--- src/rtl/countdown_timer_core.sv ---
// MM:SS.hh BCD countdown timer: set in IDLE, run/pause on start, timed alarm with early acknowledge.
// Latency: one CLOCK_50 cycle from any pulse to the registered outputs; no backpressure, every pulse is consumed.
module countdown_timer_core #(
  parameter int ALARM_TICKS = 300
) (
  input  logic       CLOCK_50,
  input  logic       rst_db,
  input  logic       tick_100hz,
  input  logic       start_db,
  input  logic       inc_min_db,
  input  logic       inc_sec_db,
  output logic [3:0] q_hundredths,
  output logic [3:0] q_tenths,
  output logic [3:0] q_seconds,
  output logic [3:0] q_seconds_tens,
  output logic [3:0] q_minutes,
  output logic [3:0] q_minutes_tens,
  output logic       running,
  output logic       alarm
);

  localparam int CW = $clog2(ALARM_TICKS + 1);
  localparam logic [CW-1:0] ALARM_LAST = CW'(ALARM_TICKS - 1);

  typedef enum logic [1:0] {
    IDLE  = 2'd0,
    RUN   = 2'd1,
    PAUSE = 2'd2,
    ALARM = 2'd3
  } state_t;

  typedef struct packed {
    logic [3:0] min_tens;
    logic [3:0] min_ones;
    logic [3:0] sec_tens;
    logic [3:0] sec_ones;
    logic [3:0] tenths;
    logic [3:0] hund;
  } disp_t;

  state_t        state_q, state_d;
  disp_t         disp_q, disp_d;
  disp_t         preset_q, preset_d;
  logic [CW-1:0] acnt_q, acnt_d;
  logic          running_q, alarm_q;

  // Subtract 0.01 s; only called with a nonzero value, so the top digit never underflows.
  function automatic disp_t bcd_dec(input disp_t d);
    disp_t r;
    r = d;
    if (d.hund != 4'd0) begin
      r.hund = d.hund - 4'd1;
    end else begin
      r.hund = 4'd9;
      if (d.tenths != 4'd0) begin
        r.tenths = d.tenths - 4'd1;
      end else begin
        r.tenths = 4'd9;
        if (d.sec_ones != 4'd0) begin
          r.sec_ones = d.sec_ones - 4'd1;
        end else begin
          r.sec_ones = 4'd9;
          if (d.sec_tens != 4'd0) begin
            r.sec_tens = d.sec_tens - 4'd1;
          end else begin
            r.sec_tens = 4'd5;
            if (d.min_ones != 4'd0) begin
              r.min_ones = d.min_ones - 4'd1;
            end else begin
              r.min_ones = 4'd9;
              r.min_tens = d.min_tens - 4'd1;
            end
          end
        end
      end
    end
    return r;
  endfunction

  function automatic logic [7:0] inc_mod60(input logic [3:0] tens, input logic [3:0] ones);
    logic [7:0] r;
    if (ones >= 4'd9) begin
      r = {(tens >= 4'd5) ? 4'd0 : tens + 4'd1, 4'd0};
    end else begin
      r = {tens, ones + 4'd1};
    end
    return r;
  endfunction

  always_comb begin
    state_d  = state_q;
    disp_d   = disp_q;
    preset_d = preset_q;
    acnt_d   = acnt_q;
    unique case (state_q)
      IDLE: begin
        if (start_db && (disp_q != '0)) begin
          preset_d = disp_q;
          state_d  = RUN;
        end else if (inc_min_db || inc_sec_db) begin
          if (inc_min_db) begin
            {disp_d.min_tens, disp_d.min_ones} = inc_mod60(disp_q.min_tens, disp_q.min_ones);
          end
          if (inc_sec_db) begin
            {disp_d.sec_tens, disp_d.sec_ones} = inc_mod60(disp_q.sec_tens, disp_q.sec_ones);
          end
          disp_d.tenths = 4'd0;
          disp_d.hund   = 4'd0;
        end
      end
      RUN: begin
        // Start wins over a coincident tick, so pausing never loses or eats a hundredth.
        if (start_db) begin
          state_d = PAUSE;
        end else if (tick_100hz) begin
          if (disp_q == '0) begin
            state_d = ALARM;
            acnt_d  = '0;
          end else begin
            disp_d = bcd_dec(disp_q);
          end
        end
      end
      PAUSE: begin
        if (start_db) begin
          state_d = RUN;
        end
      end
      ALARM: begin
        if (start_db) begin
          state_d = IDLE;
          disp_d  = preset_q;
        end else if (tick_100hz) begin
          if (acnt_q == ALARM_LAST) begin
            state_d = IDLE;
            disp_d  = preset_q;
          end else begin
            acnt_d = acnt_q + CW'(1);
          end
        end
      end
    endcase
  end

  always_ff @(posedge CLOCK_50 or posedge rst_db) begin
    if (rst_db) begin
      state_q   <= IDLE;
      disp_q    <= '0;
      preset_q  <= '0;
      acnt_q    <= '0;
      running_q <= 1'b0;
      alarm_q   <= 1'b0;
    end else begin
      state_q   <= state_d;
      disp_q    <= disp_d;
      preset_q  <= preset_d;
      acnt_q    <= acnt_d;
      running_q <= (state_d == RUN);
      alarm_q   <= (state_d == ALARM);
    end
  end

  assign q_hundredths   = disp_q.hund;
  assign q_tenths       = disp_q.tenths;
  assign q_seconds      = disp_q.sec_ones;
  assign q_seconds_tens = disp_q.sec_tens;
  assign q_minutes      = disp_q.min_ones;
  assign q_minutes_tens = disp_q.min_tens;
  assign running        = running_q;
  assign alarm          = alarm_q;

  a_digit_range : assert property (@(posedge CLOCK_50) disable iff (rst_db)
    (disp_q.hund <= 4'd9) && (disp_q.tenths <= 4'd9) && (disp_q.sec_ones <= 4'd9) &&
    (disp_q.sec_tens <= 4'd5) && (disp_q.min_ones <= 4'd9) && (disp_q.min_tens <= 4'd5));

  a_flags_exclusive : assert property (@(posedge CLOCK_50) disable iff (rst_db)
    !(running_q && alarm_q));

endmodule

--- config.mk ---
export PLATFORM = sky130hd
export DESIGN_NAME = countdown_timer_core
export DESIGN_NICKNAME = d
export VERILOG_FILES = /design/src/rtl/countdown_timer_core.sv
export SDC_FILE = /design/constraint.sdc
export NUM_CORES = 1
export LEC_CHECK = 0
export CAP_MARGIN = 20
export CORE_UTILIZATION = 40
export CTS_BUF_LIST = sky130_fd_sc_hd__clkbuf_4
export CTS_CLUSTER_SIZE = 25
export DETAILED_ROUTE_END_ITERATION = 12
export SYNTH_ARGS = -nofsm -noshare
export SYNTH_HDL_FRONTEND = slang
export SYNTH_SLANG_ARGS = --single-unit
--- constraint.sdc ---
create_clock -name CLOCK_50 -period 3 [get_ports CLOCK_50]
set_input_delay 0.6 -clock CLOCK_50 [delete_from_list [all_inputs] [get_ports CLOCK_50]]
set_output_delay 0.6 -clock CLOCK_50 [all_outputs]
set_load 0.01 [all_outputs]
==> metrics.yaml, run 1 <==
place:
  portBuffers: 31
  place_hpwl_mm: 6.56
  dpl_worst_slack_ps: 56.9
  place_congestion: 0.810
run_status:
  status: "completed"
setup_path:
  crit_slowest_cell: "or4b_4"
  worstPathArrival_ps: 3220
  critPathMaxStageDelay_ps: 510
  crit_buf_inv: 1
  cp-end-kind: "register"
  crit_chain: "inv_2 -> ha_4 -> or3b_4 -> or4b_4 -> o21a_1 -> or4b_4 -> a21oi_4 -> mux2_4"
  rrSetupSlack_ps: 80
  required_ps: 3310
  critPathLaunchType: "register"
  worstSetupPathType: "register to register"
  worstPathMaxFanout: 4
  cpLargestDelayFamily: "simple AND/OR/NAND/NOR gates"
  cpMostUsedCell: "or4b_4"
yosys:
  yosysWarnings: 0
  synthesis.nets: 437
  syn_inst: 414
  ys_seq_area_share_pct: 42.5
  synth_flop_cell: "dfrtp_1"
  syn_area_mm2: 0.00359
  ys_ff_latch: 61
  async_reset_ff_share_pct: 100
  synth_cell_types: 54
  syn_area_per_cell_um2: 8.67
  synth_edf_count: 0
cts:
  cts_tree: "yes"
  h-tree-depth: 3
  clock_path_buffers: 2
  worstSkewPairLatency_ps: 420
  clkSinkCount: 61
  holdBufCountCts: 0
  clock-root-buffer: "clkbuf_4"
  cts_buffers: 9
  clkTransAtPathRegs_ps: 110
cells_and_area:
  syn_to_final_growth_pct: 22.4
  fin_util_pct: 50.4
  layout_common_cells: "64 x nand2_1, 59 x dfrtp_1, 42 x o21ai_0"
  nets: 495
  fill_cells: 822
  drive_above_1_share_pct: 16.1
  layout_commonest_cell: "nand2_1"
  diodes: 0
  multi_input_area_mm2: 0.00194
  seq_area_mm2: 0.00153
detailed_routing:
  ant_nets: 0
  viasPerCell: 5.50
  wl_per_cell_um: 15.7
  wirelength_mm: 9.21
  vias: 3216
  dr.pass1.iters: 4
  drt_iter0_drc: 189
  drc_errors: 0
sta:
  period_minus_slack_ps: 2920
  setup_violations: 0
  drv_slew: 0
  finalHoldViolCount: 0
  worstMarginPinSlew_ps: 573
  relSlewSlack_pct: 61.8
  fin_crit_sh_pct: 97.3
  setup_slack_ps: 82.5
  fin_worst_skew_ps: 22.3
  max_freq_mhz: 343
power_and_ir_drop:
  powerDensity_mw_per_mm2: 1080
  leakagePower_nw: 1.95
  irDropWorstVdd_mv: 0.469
  power_w: 0.00473
worst_hold_path:
  hold_class: "register to register"
floorplanning:
  rows: 34
  fp.dieW_um: 96.8
  initial_core_util_pct: 41.2
  die-area_mm2: 0.00936
  ios: 32
  die_y_um: 96.8
  core-area_mm2: 0.00872
grt:
  grt_pass1_wl_mm: 15.6
  grt.total_usage_pct: 20.6
  grt_max_degree: 31
  grt_overflow: 0
  antenna_found_initial: 0
  grt_pass1_vias: 3135
job:
  timing.max_cap.violations: 0
## cells in the mapped netlist, types with 2 or more instances
library cell	count	area share [%]
nor3b_1	4	0.84
or3b_2	2	0.49
ha_1	17	5.9
nor2_1	29	3.0
and3_1	2	0.35
o31ai_1	7	1.5
mux2i_1	6	1.7
o21a_1	3	0.63
o22ai_1	2	0.35
a211oi_1	3	0.63
nor2b_1	2	0.35
mux2_2	5	1.6
o2bb2ai_1	2	0.49
nand4_1	6	1.0
clkbuf_1	17	1.8
buf_6	2	0.63
nor3_1	7	0.98
nand2b_1	2	0.35
nor4b_1	3	0.73
or3_1	5	0.87
nand3_1	11	1.5
inv_1	24	2.5
o211ai_1	5	1.0
dfrtp_1	61	43
a311oi_1	2	0.49
and4_1	2	0.49
a2bb2oi_1	3	0.73
xnor2_1	2	0.49
a22oi_1	3	0.63
a31oi_1	5	0.87
nand2_1	64	6.7
nor4_1	2	0.35
a21oi_1	33	4.6
xor2_1	4	0.98
a221oi_1	4	0.98
o21ai_0	45	6.3
## flip-flops by register name (all words and copies together), names as in the netlist
| name | cells |
|---|---|
| q_tenths | 4 |
| q_minutes_tens | 4 |
| acnt_q | 9 |
| q_hundredths | 4 |
| preset_q | 24 |
| q_seconds_tens | 4 |
| state_q | 2 |
| running | 1 |
| q_minutes | 4 |
| alarm | 1 |
| q_seconds | 4 |
## worst min-delay path, delay by kind of cell (launching register included)
| kind | cells | cell delay, ps |
|---|---|---|
| simple gates | 1 | 50 |
| compound gates | 1 | 60 |
| flops | 1 | 350 |
## area by class of cell
class                      count  share of cell area (%)
inverter                      24                    2.05
multi-input combinational    308                    44.2
clock inverter                 7                   0.968
sequential                    61                    34.8
clock buffer                   9                    1.54
tap                          108                    3.07
timing repair buffer          68                    13.4
## per-stage QoR
step	cell area (um2)	hold slack, ps	cells	setup TNS, ps
floorplan	3650	440	414	-428
global route	4400	510	585	-36.9
finish	4400	485	585	0
detailed placement	4270	462	569	0
global placement	4270	455	569	0
CTS	4380	490	585	0
## metal layers
metal  GRT usage [%]  share of wire [%]  wire [um]  vias to the layer above
met5               0                  0          0                        -
met2            34.2                 48       4400                       54
met1            27.2                 48       4380                     1551
li1                -                  -          -                     1602
met3            4.26                3.7        338                        9
met4            5.86               0.97         89                        0
## logic make-up (layout without fill, tap and decap cells)
family	after synthesis	in the layout	synth area share, %
compound gates	128	128	22.2
xor+xnor	6	6	1.46
flops	61	61	42.5
mux	11	11	3.24
buf+inv	45	108	5.26
fa+ha+maj	17	17	5.92
simple gates	146	146	19.4
## path summary, 6_finish.rpt
path | endpoint | from | cells past startpoint
max | q_seconds_tens[0] | q_minutes[1] | 8
min in group asynchronous | acnt_q[4] | rst_db | 2
max in group asynchronous | preset_q[11] | rst_db | 3
min | preset_q[4] | preset_q[4] | 2
max reg2reg | q_seconds_tens[0] | q_minutes[1] | 8
min reg2reg | preset_q[4] | preset_q[4] | 2
## where the power goes
part | switching [W] | internal [W]
Combinational | 0.00155 | 0.00131
Clock | 0.000328 | 0.000163
Sequential | 0.000253 | 0.00113
## repair_timing
action	4_1_cts	5_1_grt
endpoints found under the hold margin	0	0
setup buffers	0	0
resized for setup	0	6
endpoints found under the setup margin	0	14
(Power assumes the default switching activity.)
==> inputs of run 2 (changes only) <==
==> constraint.sdc (replaced) <==
create_clock -name CLOCK_50 -period 2.5 [get_ports CLOCK_50]
set_input_delay 0.5 -clock CLOCK_50 [delete_from_list [all_inputs] [get_ports CLOCK_50]]
set_output_delay 0.5 -clock CLOCK_50 [all_outputs]
set_load 0.01 [all_outputs]
==> run 2 against run 1 <==
Clock power grew 67%. Worst setup slack worse by 460 ps. Total power grew 47%. Cell count is 11% higher. Non-clock buffer count rose by 62. The run now ends with setup timing left. Largest power group unchanged. Utilization rose by 9.2 points. Combinational power increased by 59%. Register-to-register slack lost 460 ps. Count of clock-buffer cells in the layout did not move. Critical path depth unchanged. Worst hold slack lost 28 ps. Highest routed layer unchanged.
==> metrics.yaml, run 2 (synthesis results as in run 1) <==
run_status:
  status: "finished, violations left"
  violations: "setup timing"
cells_and_area:
  layout_commonest_cell: "buf_4"
  drive_above_1_share_pct: 28.8  # +13 points
  top_register: "preset_q"
  reg_top3: "preset_q (24), acnt_q (9)"
  nets: 557  # +13%
  final_cell_area_mm2: 0.00520  # +18%
  diodes: 0  # unchanged
  fin_util_pct: 59.6  # +9.2 points
  syn_to_final_growth_pct: 44.7
  layout_common_cells: "82 x buf_4, 63 x nand2_1, 59 x dfrtp_1"
  finalNonFillerCells: 647  # +11%
  largest_reg_flops: 24  # unchanged
  fill_cells: 776  # -5.6%
setup_path:
  cpLargestDelayFamily: "simple AND/OR/NAND/NOR gates"
  critPathMaxStageDelay_ps: 510  # about the same
  worstSetupPathType: "register to register"
  r2r-start: "q_minutes[1]"
  cp-end-kind: "register"
  worstPathMaxFanout: 4  # unchanged
  crit_buf_inv: 1  # unchanged
  required_ps: 2800  # -510 ps
  crit_slowest_cell: "or4b_4"
  crit_path_start: "q_minutes[1]"
  critPathLaunchType: "register"
  crit_chain: "inv_2 -> ha_4 -> or3b_4 -> or4b_4 -> o21a_1 -> or4b_4 -> a21oi_4 -> mux2_4"
  cpMostUsedCell: "or4b_4"
  worstPathArrival_ps: 3180  # -40 ps
sta:
  fin_worst_skew_ps: 17.7  # -4.61 ps
  fin_crit_sh_pct: 115  # +18 points
  drv_slew: 0  # unchanged
  max_freq_mhz: 347  # +1.3%
  period_minus_slack_ps: 2880  # -36.8 ps
  setup_violations: 57  # +57
  setup_slack_ps: -381  # -463 ps
  worstMarginPinSlew_ps: 555  # -17.8 ps
  relSlewSlack_pct: 63.0  # +1.2 points
  finalHoldViolCount: 0  # unchanged
  rsz0062_at_grt: "yes"
  holdWs_ps: 457  # -27.9 ps
grt:
  grt_pass1_vias: 3598  # +15%
  grt_max_degree: 62  # +100%
  antenna_found_initial: 0  # unchanged
  grt_pass1_wl_mm: 17.2  # +10%
  grt_overflow: 0  # unchanged
  grt.total_usage_pct: 22.7  # +2.1 points
job:
  timing.max_cap.violations: 0  # unchanged
cts:
  clkTransAtPathRegs_ps: 110  # about the same
  h-tree-depth: 3  # unchanged
  clock-root-buffer: "clkbuf_4"
  cts_buffers: 9  # unchanged
  cts_tree: "yes"
  clkSinkCount: 61  # unchanged
  clock_path_buffers: 2  # unchanged
  worstSkewPairLatency_ps: 420  # about the same
detailed_routing:
  wirelength_mm: 10.9  # +18%
  vias: 3589  # +12%
  drc_errors: 0  # unchanged
  ant_nets: 0  # unchanged
  dr.pass1.iters: 4  # unchanged
  viasPerCell: 5.55  # +0.90%
  wl_per_cell_um: 16.8  # +6.9%
  drt_iter0_drc: 147  # -22%
floorplanning:
  die_y_um: 96.8  # unchanged
  rows: 34  # unchanged
  ios: 32  # unchanged
  initial_core_util_pct: 41.2  # unchanged
  die-area_mm2: 0.00936  # unchanged
  core-area_mm2: 0.00872  # unchanged
  fp.dieW_um: 96.8  # unchanged
place:
  place_hpwl_mm: 6.93  # +5.7%
  placed_cells: 618  # +8.6%
  portBuffers: 31  # unchanged
  place_congestion: 0.851  # +5.1%
  placed_area_mm2: 0.00465  # +9.0%
power_and_ir_drop:
  power_frac_comb_pct: 65.3  # +4.9 points
  irDropWorstVdd_mv: 0.650  # +39%
  p_sw_w: 0.00294  # +38%
  p_clk_share_pct: 11.8  # +1.4 points
  power_w: 0.00696  # +47%
  p_int_w: 0.00401  # +54%
  leakagePower_nw: 2.39  # +22%
  switching_share_pct: 42.3  # -2.7 points
  powerDensity_mw_per_mm2: 1340  # +24%
  seqPwrFrac_pct: 22.9  # -6.3 points
worst_hold_path:
  hold_class: "input port to async pin"
run 2: changes by cell type in the layout (fill, tap and decap cells not counted), moves of 4 or more:
cell       previous run  this run
o21ai_0              42        21
buf_4                37        82
clkinv_2              4         0
buf_6                 0         9
o21ai_1               2        21
o31ai_1               7         3
clkbuf_16             0         4
buf_12                0         4
run 2: final timing paths:
check / end / slack (ps) / depth (start not counted)
max: q_seconds_tens[3] / -380 / 8
min reg2reg: preset_q[4] / 490 / 2
max reg2reg: q_seconds_tens[3] / -380 / 8
max in group asynchronous: q_minutes[1] / 1740 / 3
min: acnt_q[7] / 460 / 3
min in group CLOCK_50: preset_q[4] / 490 / 2
run 2: routing by layer:
layer  global-route usage, %  vias up  part of all wire (%)
li1                        -     1723                     -
met1                    29.6     1786                    46
met2                    38.1       69                    50
met3                    4.12       11                   3.2
met4                    7.35        0                   1.2
met5                       0        -                     0
run 2: final cells by class:
cell class | instances | area, um2 | area share (%)
Sequential cell | 61 | 1530 | 29.4
Inverter | 24 | 90.1 | 1.73
Clock buffer | 9 | 67.6 | 1.30
Multi-Input combinational cell | 308 | 2070 | 39.8
Timing Repair Buffer | 130 | 1210 | 23.2
Clock inverter | 7 | 100 | 1.93
Tap cell | 108 | 135 | 2.60
run 2: repair_timing:
item                                    4_1_cts  5_1_grt
hold buffers                                  0        0
pin swaps                                    10        7
buffers inserted                              4        3
endpoints found under the setup margin       30       61
resized for setup                            28       29
gates cloned                                  1        6
run 2: tightest hold or removal path, stage by stage:
cell and delay [ps]:
clkdlybuf4s50_1 410, inv_2 70, buf_12 290
run 2: per-stage QoR:
step                      worst slack [ps]  setup TNS [ps]
after global placement                -364           -6430
after CTS                             -354           -6530
final                                 -381           -8520
after detailed placement              -405           -7710
after floorplan                       -642           -7940
after global routing                  -441          -12950
run 2: power groups by stage:
stage          clock (W)  sequential (W)  combinational, W
2_1_floorplan          0         0.00173           0.00212
3_3_place_gp           0         0.00159           0.00390
3_5_place_dp           0         0.00160           0.00397
4_1_cts         0.000839         0.00158           0.00416
5_1_grt         0.000877         0.00164           0.00496
6_report        0.000818         0.00160           0.00454
==> inputs of run 3 (changes only) <==
--- a/config.mk
+++ b/config.mk
@@ -6,6 +6,7 @@
 export NUM_CORES = 1
 export LEC_CHECK = 0
 export CAP_MARGIN = 20
+export CORE_MARGIN = 8
 export CORE_UTILIZATION = 40
 export CTS_BUF_LIST = sky130_fd_sc_hd__clkbuf_4
 export CTS_CLUSTER_SIZE = 25
==> run 3 against run 2 <==
The run still ends with setup timing left. Cell area fell by 3.6%. Sequential share of layout area rose by 1.1 points. Cell count decreased by 0.93%. Non-clock buffer count shrank 6. Critical path depth is the same. Largest power group unchanged.
==> metrics.yaml, run 3 (synthesis results as in run 1) <==
job:
  timing.max_cap.violations: 0  # unchanged
cells_and_area:
  top_register: "preset_q"
  reg_top3: "preset_q (24), acnt_q (9)"
  layout_commonest_cell: "buf_4"
  largest_reg_flops: 24  # unchanged
  nets: 551  # -1.1%
  layout_common_cells: "84 x buf_4, 63 x nand2_1, 59 x dfrtp_1"
  final_cell_area_mm2: 0.00501  # -3.6%
  syn_to_final_growth_pct: 39.5
  diodes: 0  # unchanged
  drive_above_1_share_pct: 28.3  # -0.43 points
floorplanning:
  fp.dieW_um: 111  # +14%
  rows: 34  # unchanged
  die_y_um: 111  # +14%
  initial_core_util_pct: 41.2  # unchanged
  ios: 32  # unchanged
  core-area_mm2: 0.00872  # unchanged
  die-area_mm2: 0.0123  # +31%
place:
  place_hpwl_mm: 7.16  # +3.3%
  portBuffers: 31  # unchanged
  placed_area_mm2: 0.00463  # -0.38%
  dpl_worst_slack_ps: -382  # +23.2 ps
  place_congestion: 0.816  # -4.1%
cts:
  clkSinkCount: 61  # unchanged
  clkTransAtPathRegs_ps: 120  # about the same
  cts_buffers: 9  # unchanged
  h-tree-depth: 3  # unchanged
  worstSkewPairLatency_ps: 410  # about the same
  holdBufCountCts: 0  # unchanged
  cts_tree: "yes"
  clock-root-buffer: "clkbuf_4"
  clock_path_buffers: 2  # unchanged
sta:
  period_minus_slack_ps: 2850  # -34.4 ps
  worstMarginPinSlew_ps: 603  # +48.3 ps
  fin_crit_sh_pct: 114  # -1.4 points
  fin_worst_skew_ps: 21.7  # +4.04 ps
  setup_slack_ps: -346  # +34.4 ps
  rsz0062_at_grt: "yes"
  finalHoldViolCount: 0  # unchanged
  max_freq_mhz: 351  # +1.2%
  relSlewSlack_pct: 59.5  # -3.5 points
  setup_violations: 34  # -40%
  drv_slew: 0  # unchanged
worst_hold_path:
  hold_class: "input port to async pin"
detailed_routing:
  vias: 3466  # -3.4%
  wirelength_mm: 10.2  # -5.9%
  drt_iter0_drc: 134  # -8.8%
  drc_errors: 0  # unchanged
  viasPerCell: 5.41  # -2.5%
  dr.pass1.iters: 4  # unchanged
  ant_nets: 0  # unchanged
  wl_per_cell_um: 16.0  # -5.0%
power_and_ir_drop:
  leakagePower_nw: 2.29  # -4.3%
  p_sw_w: 0.00283  # -3.9%
  seqPwrFrac_pct: 24.4  # +1.5 points
  p_clk_share_pct: 9.4  # -2.4 points
  switching_share_pct: 43.8  # +1.5 points
  powerDensity_mw_per_mm2: 1290  # -3.7%
  p_int_w: 0.00362  # -9.6%
  power_frac_comb_pct: 66.2  # +0.9 points
  irDropWorstVdd_mv: 0.663  # +2.0%
setup_path:
  critPathLaunchType: "register"
  worstPathMaxFanout: 4  # unchanged
  required_ps: 2790  # about the same
  worstSetupPathType: "register to register"
  worstPathArrival_ps: 3140  # -40 ps
  cp-end-kind: "register"
run_status:
  status: "finished, violations left"
  violations: "setup timing"
grt:
  grt_pass1_vias: 3616  # +0.50%
  grt_overflow: 0  # unchanged
  antenna_found_initial: 0  # unchanged
  grt_pass1_wl_mm: 17.5  # +1.8%
  grt.total_usage_pct: 16.9  # -5.8 points
  grt_max_degree: 62  # unchanged
-- run 3: stage by stage --
step                      std cells  total power (W)  TNS, ps  utilization (%)  hold WS, ps
final                           641          0.00645    -6570             57.4          471
after global placement          614          0.00548    -5550             53.1          453
after detailed placement        614          0.00555    -6450             53.1          463
after floorplan                 414          0.00385    -7940                -          440
after global routing            641          0.00700    -9530             57.4          466
after CTS                       637          0.00636    -5170             55.9          458
-- run 3: area by class of cell --
type | instances | area (um2)
clock buffers | 9 | 67.6
clock inverters | 7 | 51.3
fillers | 769 | 3710
inverters | 24 | 90.1
multi-input cells | 308 | 2070
flip-flops and latches | 61 | 1530
well taps | 108 | 135
repair buffers | 124 | 1060
-- run 3: worst paths after layout --
| path | from | endpoint | slack, ps | depth (start not counted) |
|---|---|---|---|---|
| worst max-delay path | q_minutes[1] | q_seconds_tens[3] | -350 | 8 |
| worst min-delay path | rst_db | acnt_q[4] | 470 | 3 |
| worst max register to register | q_minutes[1] | q_seconds_tens[3] | -350 | 8 |
| worst min register to register | preset_q[2] | preset_q[2] | 490 | 2 |
| max in group asynchronous | rst_db | preset_q[12] | 1750 | 3 |
| min in group CLOCK_50 | preset_q[2] | preset_q[2] | 490 | 2 |
-- run 3: power by group through the flow --
stage	logic [W]	clock network (W)	registers (W)
2_1_floorplan	0.00212	0	0.00173
3_3_place_gp	0.00390	0	0.00158
3_5_place_dp	0.00396	0	0.00158
4_1_cts	0.00416	0.000626	0.00157
5_1_grt	0.00471	0.000668	0.00162
6_report	0.00427	0.000607	0.00157
-- run 3: what timing repair did --
item / 4_1_cts / 5_1_grt
setup endpoints to repair: 31 / 35
cloned: 1 / 0
pin swaps: 5 / 11
setup buffers: 6 / 4
gates resized for setup: 19 / 20
-- run 3: worst max-delay path: stages, from the launching register on --
cell     delay (ps)
dfrtp_2         420
inv_2            80
ha_4            130
or3b_4          380
or4b_4          500
o21a_1          200
or4b_4          500
a21oi_4         210
mux2_4          320
-- run 3: routing by layer --
metal / part of all wire [%] / global-route usage, % / vias to the layer above
li1: - / - / 1709
met1: 45 / 20.6 / 1693
met2: 50 / 28.2 / 56
met3: 4.5 / 4.71 / 8
met4: 0.90 / 4.86 / 0
met5: 0 / 0 / -
